### config.mk
export PLATFORM = sky130hd
export DESIGN_NAME = accumulator_bank
export DESIGN_NICKNAME = d
export VERILOG_FILES = /design/src/rtl/accumulator_bank.sv
export SDC_FILE = /design/constraint.sdc
export NUM_CORES = 1
export LEC_CHECK = 0
export BUFFER_PORTS_ARGS = -buffer_cell sky130_fd_sc_hd__clkbuf_2
export CORE_MARGIN = 2
export CORE_UTILIZATION = 47
export DETAILED_ROUTE_END_ITERATION = 6
export GPL_TIMING_DRIVEN = 1
export HOLD_SLACK_MARGIN = 0.06
export PLACE_DENSITY = 0.65
export SYNTH_ARGS = -nofsm -noshare
export SYNTH_HDL_FRONTEND = slang
export SYNTH_SLANG_ARGS = --single-unit
### constraint.sdc
create_clock -name clk -period 10.5 [get_ports clk]
set_clock_uncertainty 0.1 [all_clocks]
set_input_delay 1.05 -clock clk [delete_from_list [all_inputs] [get_ports clk]]
set_output_delay 1.05 -clock clk [all_outputs]
set_load 0.005 [all_outputs]
### src/rtl/accumulator_bank.sv
// Accumulator buffer below the systolic array output column: captures DEPTH
// partial sums per pass (overwrite or add), then drains them in index order.
module accumulator_bank #(
  parameter int DATA_W = 32,
  parameter int DEPTH  = 4,
  parameter int SAT    = 0,
  localparam int IDX_W = ($clog2(DEPTH) > 1) ? $clog2(DEPTH) : 1
) (
  input  logic              clk,
  input  logic              reset_n,
  input  logic              clear,
  input  logic              in_valid,
  output logic              in_ready,
  input  logic [DATA_W-1:0] in_data,
  input  logic              in_mode,
  input  logic              in_last,
  output logic              out_valid,
  input  logic              out_ready,
  output logic [DATA_W-1:0] out_data,
  output logic [IDX_W-1:0]  out_index,
  output logic              full,
  output logic              ovf,
  output logic              state_dbg
);

  // Handshake: a beat transfers on the rising edge where valid and ready are
  // both high; valid never depends on ready, and a held beat stays unchanged.

  typedef enum logic {S_FILL = 1'b0, S_DRAIN = 1'b1} state_t;

  localparam logic [IDX_W-1:0] LAST_IDX = IDX_W'(DEPTH - 1);

  state_t              state, state_nxt;
  logic [DATA_W-1:0]   mem [DEPTH];
  logic [IDX_W-1:0]    wr_ptr, rd_ptr;
  logic                accept, drain_hs;
  logic [DATA_W-1:0]   cur_val, acc_val, wr_val;
  logic signed [DATA_W:0] sum;
  logic                sum_ovf;

  assign state_dbg = logic'(state);
  assign accept    = in_valid & in_ready;
  assign drain_hs  = out_valid & out_ready;
  assign cur_val   = mem[wr_ptr];
  assign out_data  = mem[rd_ptr];
  assign out_index = rd_ptr;

  always_ff @(posedge clk or negedge reset_n) begin
    if (!reset_n) state <= S_FILL;
    else          state <= state_nxt;
  end

  always_comb begin
    state_nxt = state;
    in_ready  = 1'b0;
    out_valid = 1'b0;
    full      = 1'b0;
    case (state)
      S_FILL: begin
        in_ready = 1'b1;
        if (in_valid && in_last && (wr_ptr == LAST_IDX)) state_nxt = S_DRAIN;
      end
      S_DRAIN: begin
        out_valid = 1'b1;
        full      = 1'b1;
        if (out_ready && (rd_ptr == LAST_IDX)) state_nxt = S_FILL;
      end
      default: state_nxt = S_FILL;
    endcase
    if (clear) state_nxt = S_FILL;
  end

  // Sign-extended sum; overflow when the two top bits disagree.
  always_comb begin
    sum     = {cur_val[DATA_W-1], cur_val} + {in_data[DATA_W-1], in_data};
    sum_ovf = sum[DATA_W] ^ sum[DATA_W-1];
    acc_val = sum[DATA_W-1:0];
    if (sum_ovf && (SAT != 0)) begin
      acc_val = sum[DATA_W] ? {1'b1, {(DATA_W-1){1'b0}}}
                            : {1'b0, {(DATA_W-1){1'b1}}};
    end
    wr_val = in_mode ? acc_val : in_data;
  end

  always_ff @(posedge clk or negedge reset_n) begin
    if (!reset_n) begin
      for (int i = 0; i < DEPTH; i++) mem[i] <= '0;
      wr_ptr <= '0;
      rd_ptr <= '0;
      ovf    <= 1'b0;
    end else if (clear) begin
      for (int i = 0; i < DEPTH; i++) mem[i] <= '0;
      wr_ptr <= '0;
      rd_ptr <= '0;
      ovf    <= 1'b0;
    end else begin
      if (accept) begin
        mem[wr_ptr] <= wr_val;
        wr_ptr      <= (wr_ptr == LAST_IDX) ? '0 : wr_ptr + 1'b1;
        if (in_mode && sum_ovf) ovf <= 1'b1;
      end
      // Drained entries are zeroed so the next tile starts from a clean bank.
      if (drain_hs) begin
        mem[rd_ptr] <= '0;
        if (rd_ptr == LAST_IDX) begin
          rd_ptr <= '0;
          ovf    <= 1'b0;
        end else begin
          rd_ptr <= rd_ptr + 1'b1;
        end
      end
    end
  end

endmodule

# Word-level counts from Yosys, hierarchy flattened
# Index checks and enable logic that the tools add are counted.
dict set report word_totals {
  input_bits 39
  word_cells 66
  regBits 134
}
dict set report op_classes {
  mux 33
  bitwise_logic 8
  magnitude_cmp 4
  n_reduce_logical 8
  n_eq_ne 2
  n_addsub 3
}
# op n
set ops {}
lappend ops {{128-bit 2-to-1 mux} 4}
lappend ops {{32-bit 2-to-1 mux} 7}
lappend ops {{128-bit AND} 1}
lappend ops {{32-bit binary-select mux with 2-bit select} 2}
lappend ops {{128-bit bitwise mux} 1}
lappend ops {{32-bit demux with 2-bit select} 2}
lappend ops {{128-bit inverter} 1}
lappend ops {{32-bit by 32-bit adder with 33-bit output} 1}
lappend ops {{2-bit 2-to-1 mux} 6}
lappend ops {{1-bit 2-to-1 mux} 10}
lappend ops {{3-bit greater-or-equal comparator, second input constant} 2}
lappend ops {{1-bit logical AND} 6}
lappend ops {{3-bit by 1-bit < comparator with 1-bit output, second input constant} 2}
lappend ops {{2-bit inverter with 3-bit output} 2}
lappend ops {{2-bit by 1-bit adder with 2-bit output, second input constant} 2}
lappend ops {{2-bit equality test, second input constant} 2}
lappend ops {{2-bit nonzero test} 2}
lappend ops {{1-bit AND} 2}
lappend ops {{1-bit case mux with 2 select lines} 1}
lappend ops {{1-bit inverter} 1}
lappend ops {{1-bit XOR} 1}

# Longest topological paths before layout
dict set report depth {
  depth_word 12
  mapped_depth 13
  mapped_depth_nobuf 11
}

# Least setup slack after synthesis
# Ideal clock, no wire load.
dict set report synth_timing {
  path_kind {register -> register}
  from {register wr_ptr[0]}
  to {register mem[124] in the netlist's numbering}
  synth_period_minus_slack_ns 4.006
  setup_slack_ns 6.494
  path_stages_with_launch 13
  t_arrival_ns 3.764
  path_buffers 2
  setup_ns 0.142
  path_cell_list {dfrtp_1 > clkbuf_1 > buf_1 > mux4_2 > ha_1 > a21oi_1 > nand2_1 > or2_1 > o2111ai_1 > a211oi_1 > or4_1 > a31oi_2 > a211oi_1}
}
dict set report synth_between {
  elab_chain_len 12
  elab_cells_between_ends 17
  classes_between {1 x add/sub; 2 x order compare; 11 x mux; 2 x bitwise; 1 x reduce/logical}
}
# item line_no
set synth_rtl {}
lappend synth_rtl {{from (decl)} 35} ;# logic [IDX_W-1:0] wr_ptr, rd_ptr;
lappend synth_rtl {{from (signal assigned)} 99} ;# wr_ptr <= (wr_ptr == LAST_IDX) ? '0 : wr_ptr + 1'b1;
lappend synth_rtl {{2-bit inverter with 3-bit output (implied by the code) (*)} {44, 98}}
lappend synth_rtl {{32-bit binary-select mux with 2-bit select} 44} ;# assign cur_val = mem[wr_ptr];
lappend synth_rtl {{32-bit 2-to-1 mux (implied by the code) (2 in a row)} 44}
lappend synth_rtl {{32-bit by 32-bit adder with 33-bit output} 75} ;# sum = {cur_val[DATA_W-1], cur_val} + {in_data[DATA_W-1], in_data};
lappend synth_rtl {{32-bit 2-to-1 mux} 82} ;# wr_val = in_mode ? acc_val : in_data;
lappend synth_rtl {{128-bit bitwise mux (*)} 98} ;# mem[wr_ptr] <= wr_val;
lappend synth_rtl {{128-bit 2-to-1 mux (*)} 97} ;# if (accept) begin
lappend synth_rtl {{128-bit 2-to-1 mux (*)} 91} ;# end else if (clear) begin
lappend synth_rtl {{128-bit AND (no line)} n/a}
lappend synth_rtl {{128-bit 2-to-1 mux (*)} 103} ;# if (drain_hs) begin
lappend synth_rtl {{128-bit 2-to-1 mux (*)} 91}
lappend synth_rtl {{to (signal, indexed assignment)} 98}
lappend synth_rtl {{to (decl)} 34} ;# logic [DATA_W-1:0] mem [DEPTH];
# Every way passes the cells marked *; elsewhere a longest branch is shown, timed or not. The select of a mux whose other input is x is not followed.
# A chain may end at the register's enable or synchronous reset.

# Worst setup path after layout
dict set report layout_timing {
  from {register wr_ptr[0]}
  to {register mem[60] in the netlist's numbering}
}
# The elaborated chain is that of the path after synthesis.

==> results.md <==
Logic synthesis:
- The Yosys warning count is 0.
- The dominant cell type by area after synthesis is sky130_fd_sc_hd__dfrtp_1.
- The synthesized netlist occupies a cell area of 0.009153 mm².
- The post-synthesis async set-or-reset flop share is 1.000.
- Sorting the synthesized cells by how often they occur yields sky130_fd_sc_hd__dfrtp_1, sky130_fd_sc_hd__nor2_1, sky130_fd_sc_hd__a21oi_1.
- The most repeated cell in the gate-level netlist after synthesis is sky130_fd_sc_hd__dfrtp_1.
- The share of synthesized area occupied by flip-flops and latches is 0.3664.
- The register bit count reported by yosys is 134.
- The mean instance size in the synthesized netlist is ~10 µm².
- The area share of the largest cell type after synthesis is 0.3664.
- In the post-synthesis netlist, the biggest area contributors are sky130_fd_sc_hd__dfrtp_1, sky130_fd_sc_hd__mux4_2, sky130_fd_sc_hd__a211oi_1.
- The number of flops mapped to enable cells by yosys is 0.
- Among all flip-flop cells after synthesis, the most frequent one is sky130_fd_sc_hd__dfrtp_1.
- The distinct cell type count of the synthesized netlist is 71.
- Synthesis handed over a netlist of 911 instances.
- The number of nets handed over by synthesis was 991.

Global route:
- Across every metal layer, demand over resource in global routing totals 0.2626.
- The via count of the first global-routing pass came to 7,316.
- The first-pass GRT wire length is 40,860 µm.
- The pin count of the biggest net entering global routing is 82.
- The sum of overflow across all layers after global routing is 0.
- The number of antenna violations at the first check in global routing is 0.

Floorplan:
- The total area inside the core boundary comes to 0.01927 mm².
- The die is approximately 140 µm wide.
- The count of boundary I/O pins is 78.
- The floorplan has 51 rows.
- The effective utilization at floorplan is 0.4749.
- The full die area is 0.02061 mm².
- The die is 143.5 µm tall.

Worst setup path:
- The worst setup path is launched from a flip-flop.
- The cell seen most often among critical-path stages is sky130_fd_sc_hd__a211oi_1.
- The worst setup path is of the reg -> reg kind.
- The critical path runs through a total of 12 cells.
- The number of buffer and inverter stages on the critical path is 1.
- The endpoint of the most critical register-to-register path is mem[60].
- The critical path goes through buf_4 -> mux4_2 -> ha_1 -> fa_1 -> a21o_2 -> nand4_1 -> a21oi_2 -> o2111ai_1 -> a211oi_1 -> or4_1 -> a31oi_2 -> a211oi_1.
- The longest individual stage delay on the worst path is about 0.6 ns.
- On the critical path the largest part of the delay comes from compound AO/OA/AOI/OAI gates.
- STA classifies the critical path endpoint as a flip-flop.
- The worst path required time is approximately 11 ns.
- The worst reg2reg path depth is 12.
- The startpoint identified for the worst register-to-register timing path is wr_ptr[0].
- Along the worst path, the maximum fanout reaches 36.
- The highest-delay cell along the critical path is sky130_fd_sc_hd__buf_4.
- Data on the critical path arrives at its endpoint at 4.41 ns.
- Setup slack on the worst reg-to-reg path comes out at 6.25 ns.

Timing:
- The transition time at the pin with the least slew margin is between 1 and 1.5 ns.
- The fmax is 235.1 MHz.
- Setup repair after global routing left no endpoint under its margin.
- The number of hold violations in the final report is 0.
- The worst slack on hold paths is 0.4392 ns.
- The total negative setup slack is 0 ns.
- Setup violations remaining at the end of the flow were counted as 0.
- The number of slew-limit violations in the final report is 0.
- The share of the clock period used by the worst path is 0.4051.
- The slack of the critical path is 6.246 ns.
- The worst slew margin relative to its limit is 0.1402.
- The post-layout minimum cycle time is between 4 and 5 ns.

Drt:
- Wires add up to roughly 26,000 µm.
- The via count is 7,574.
- The number of DRC markers after the initial detailed-route iteration is 730.
- The mean routed wirelength per cell is about 21 µm.
- The post-route DRC violation count is 0.
- The detailed-routing iteration count for the pre-antenna-repair pass is 5.
- The residual antenna-violating net count after detailed routing is 0.
- The number of vias per cell is 6.203.

Clock network:
- Buffers added to address setup during post-CTS repair amount to 0.
- The clock transition at the registers of the reported paths is approximately 0.060 ns.
- The clock root buffer is sky130_fd_sc_hd__clkbuf_16.
- The deepest level of the CTS H-tree is 4.
- The CTS tree is yes.
- The clock insertion delay at the later pin of the skew report is 0.43 ns.
- The hold buffer count at cts is 0.
- For this design, the sink count on the clock tree is 134.
- Counting along the longest clock path gives a buffer depth of 2.
- Clock tree synthesis inserted a total of 17 buffers.
- Post-CTS repair changed the size of 0 cells.

Final layout:
- 0 antenna diodes ended up in the layout.
- The net count of the finished layout is 1,024.
- Compared with the post-synthesis result, the final layout area differs by 11.87%.
- In the final layout, the share of cells above drive strength 1 is 0.2186.
- The final standard cell utilization of the core is 0.5313.

Status:
- The run finished with clean final reports.

Power:
- The highest ir drop seen on vdd is 0.09906 mV.
- The static leakage power is 4.375 nW.
- In this run the power density over the cells is ~150 mW/mm².

Placement:
- Routability-driven placement finished with a final weighted congestion of 0.9517.
- The detailed placer's ending HPWL is 16,970 µm.
- Timing analysis after detailed placement gives a worst setup slack of 6.251 ns.
- The number of port buffers is 77.

Min path:
- The worst-case hold path end point is mem[34].
- The min-delay analysis places its worst path in the category reg -> reg.
- The worst hold path passes through 2 cells.
- The worst min-delay path startpoint is mem[34].

Job:
- The number of maximum-capacitance violations is 0.
[flip-flops by register name, summed over array words and instances, names as in the netlist]
name	cells
state_dbg	1
mem	128
out_index	2
ovf	1
wr_ptr	2
[how the worst max path moves through the flow]
stage,start,to,slack (ns)
after CTS,wr_ptr[0],mem[60],6.22
after floorplan,wr_ptr[0],mem[124],6.49
after global placement,wr_ptr[0],mem[60],6.26
after detailed placement,wr_ptr[0],mem[60],6.25
after global routing,wr_ptr[0],mem[60],5.91
final,wr_ptr[0],mem[60],6.25
[kinds of logic (layout without fill, tap and decap cells)]
| logic type | Yosys count | in the layout | share of synthesized area |
|---|---|---|---|
| and+or+nand+nor | 241 | 241 | 0.1158 |
| adders and majority gates | 41 | 41 | 0.05687 |
| AOI/OAI and AO/OA | 307 | 307 | 0.2247 |
| muxes | 83 | 83 | 0.1787 |
| DFF | 134 | 134 | 0.3664 |
| xor gates and xnor gates | 20 | 20 | 0.01914 |
| buffers and inverters | 85 | 130 | 0.03841 |
[area by class of cell]
| class | count | area (µm²) |
|---|---|---|
| inverter | 13 | 48.80 |
| timing repair buffer | 86 | 459.2 |
| clock inverter | 7 | 96.34 |
| multi-input combinational | 692 | 5453 |
| tap | 265 | 331.6 |
| fill | 1792 | 9032 |
| sequential | 134 | 3358 |
| clock buffer | 24 | 491.7 |
[metal layers]
layer | up-vias | part of all wire | global-route usage
met5 | - | 0 | 0
met4 | 0 | 0.016 | 0.07946
met3 | 36 | 0.060 | 0.04465
met2 | 249 | 0.46 | 0.3900
met1 | 3777 | 0.46 | 0.3949
li1 | 3512 | - | -
[worst register-to-register path: cells and delay by family, from the launching register on]
family / cells / cell delay (ns)
adders and majority gates: 2 / 0.70
and+or+nand+nor: 2 / 0.63
AOI/OAI and AO/OA: 6 / 1.13
muxes: 1 / 0.59
DFF: 1 / 0.34
buffers and inverters: 1 / 0.59
[per-stage QoR]
step | power, mW | cell area (µm²) | cells
detailed placement | 0.9727 | 9651 | 1190
global route | 1.650 | 10240 | 1221
CTS | 1.580 | 10240 | 1221
finish | 1.580 | 10240 | 1221
global placement | 0.9694 | 9651 | 1190
floorplan | 0.8558 | 9153 | 911
[power by group]
group	total, mW	internal, mW	switching (mW)
clock network	0.610	0.373	0.237
logic	0.401	0.159	0.243
registers	0.568	0.544	0.0240
total	1.58	1.08	0.503
[cell usage in the layout (no fill, tap or decap), types with 7 or more instances in the layout]
master                      netlist  layout
sky130_fd_sc_hd__nand2_1         87      87
sky130_fd_sc_hd__inv_1           13      13
sky130_fd_sc_hd__nor3_1          13      13
sky130_fd_sc_hd__a211oi_1        71      71
sky130_fd_sc_hd__nor2_1          96      96
sky130_fd_sc_hd__xor2_1          10      10
sky130_fd_sc_hd__nand4_1          7       7
sky130_fd_sc_hd__a21o_1          17      17
sky130_fd_sc_hd__buf_4            2       9
sky130_fd_sc_hd__xnor2_1         10      10
sky130_fd_sc_hd__ha_1            40      40
sky130_fd_sc_hd__clkbuf_16        0      17
sky130_fd_sc_hd__a21oi_1         89      89
sky130_fd_sc_hd__dfrtp_1        134     130
sky130_fd_sc_hd__o21ai_0         55      55
sky130_fd_sc_hd__mux2i_1         18      18
sky130_fd_sc_hd__a31oi_1         22      22
sky130_fd_sc_hd__mux4_2          64      64
sky130_fd_sc_hd__clkbuf_2         1      76
Note: power is estimated with default switching activity, not from simulation.
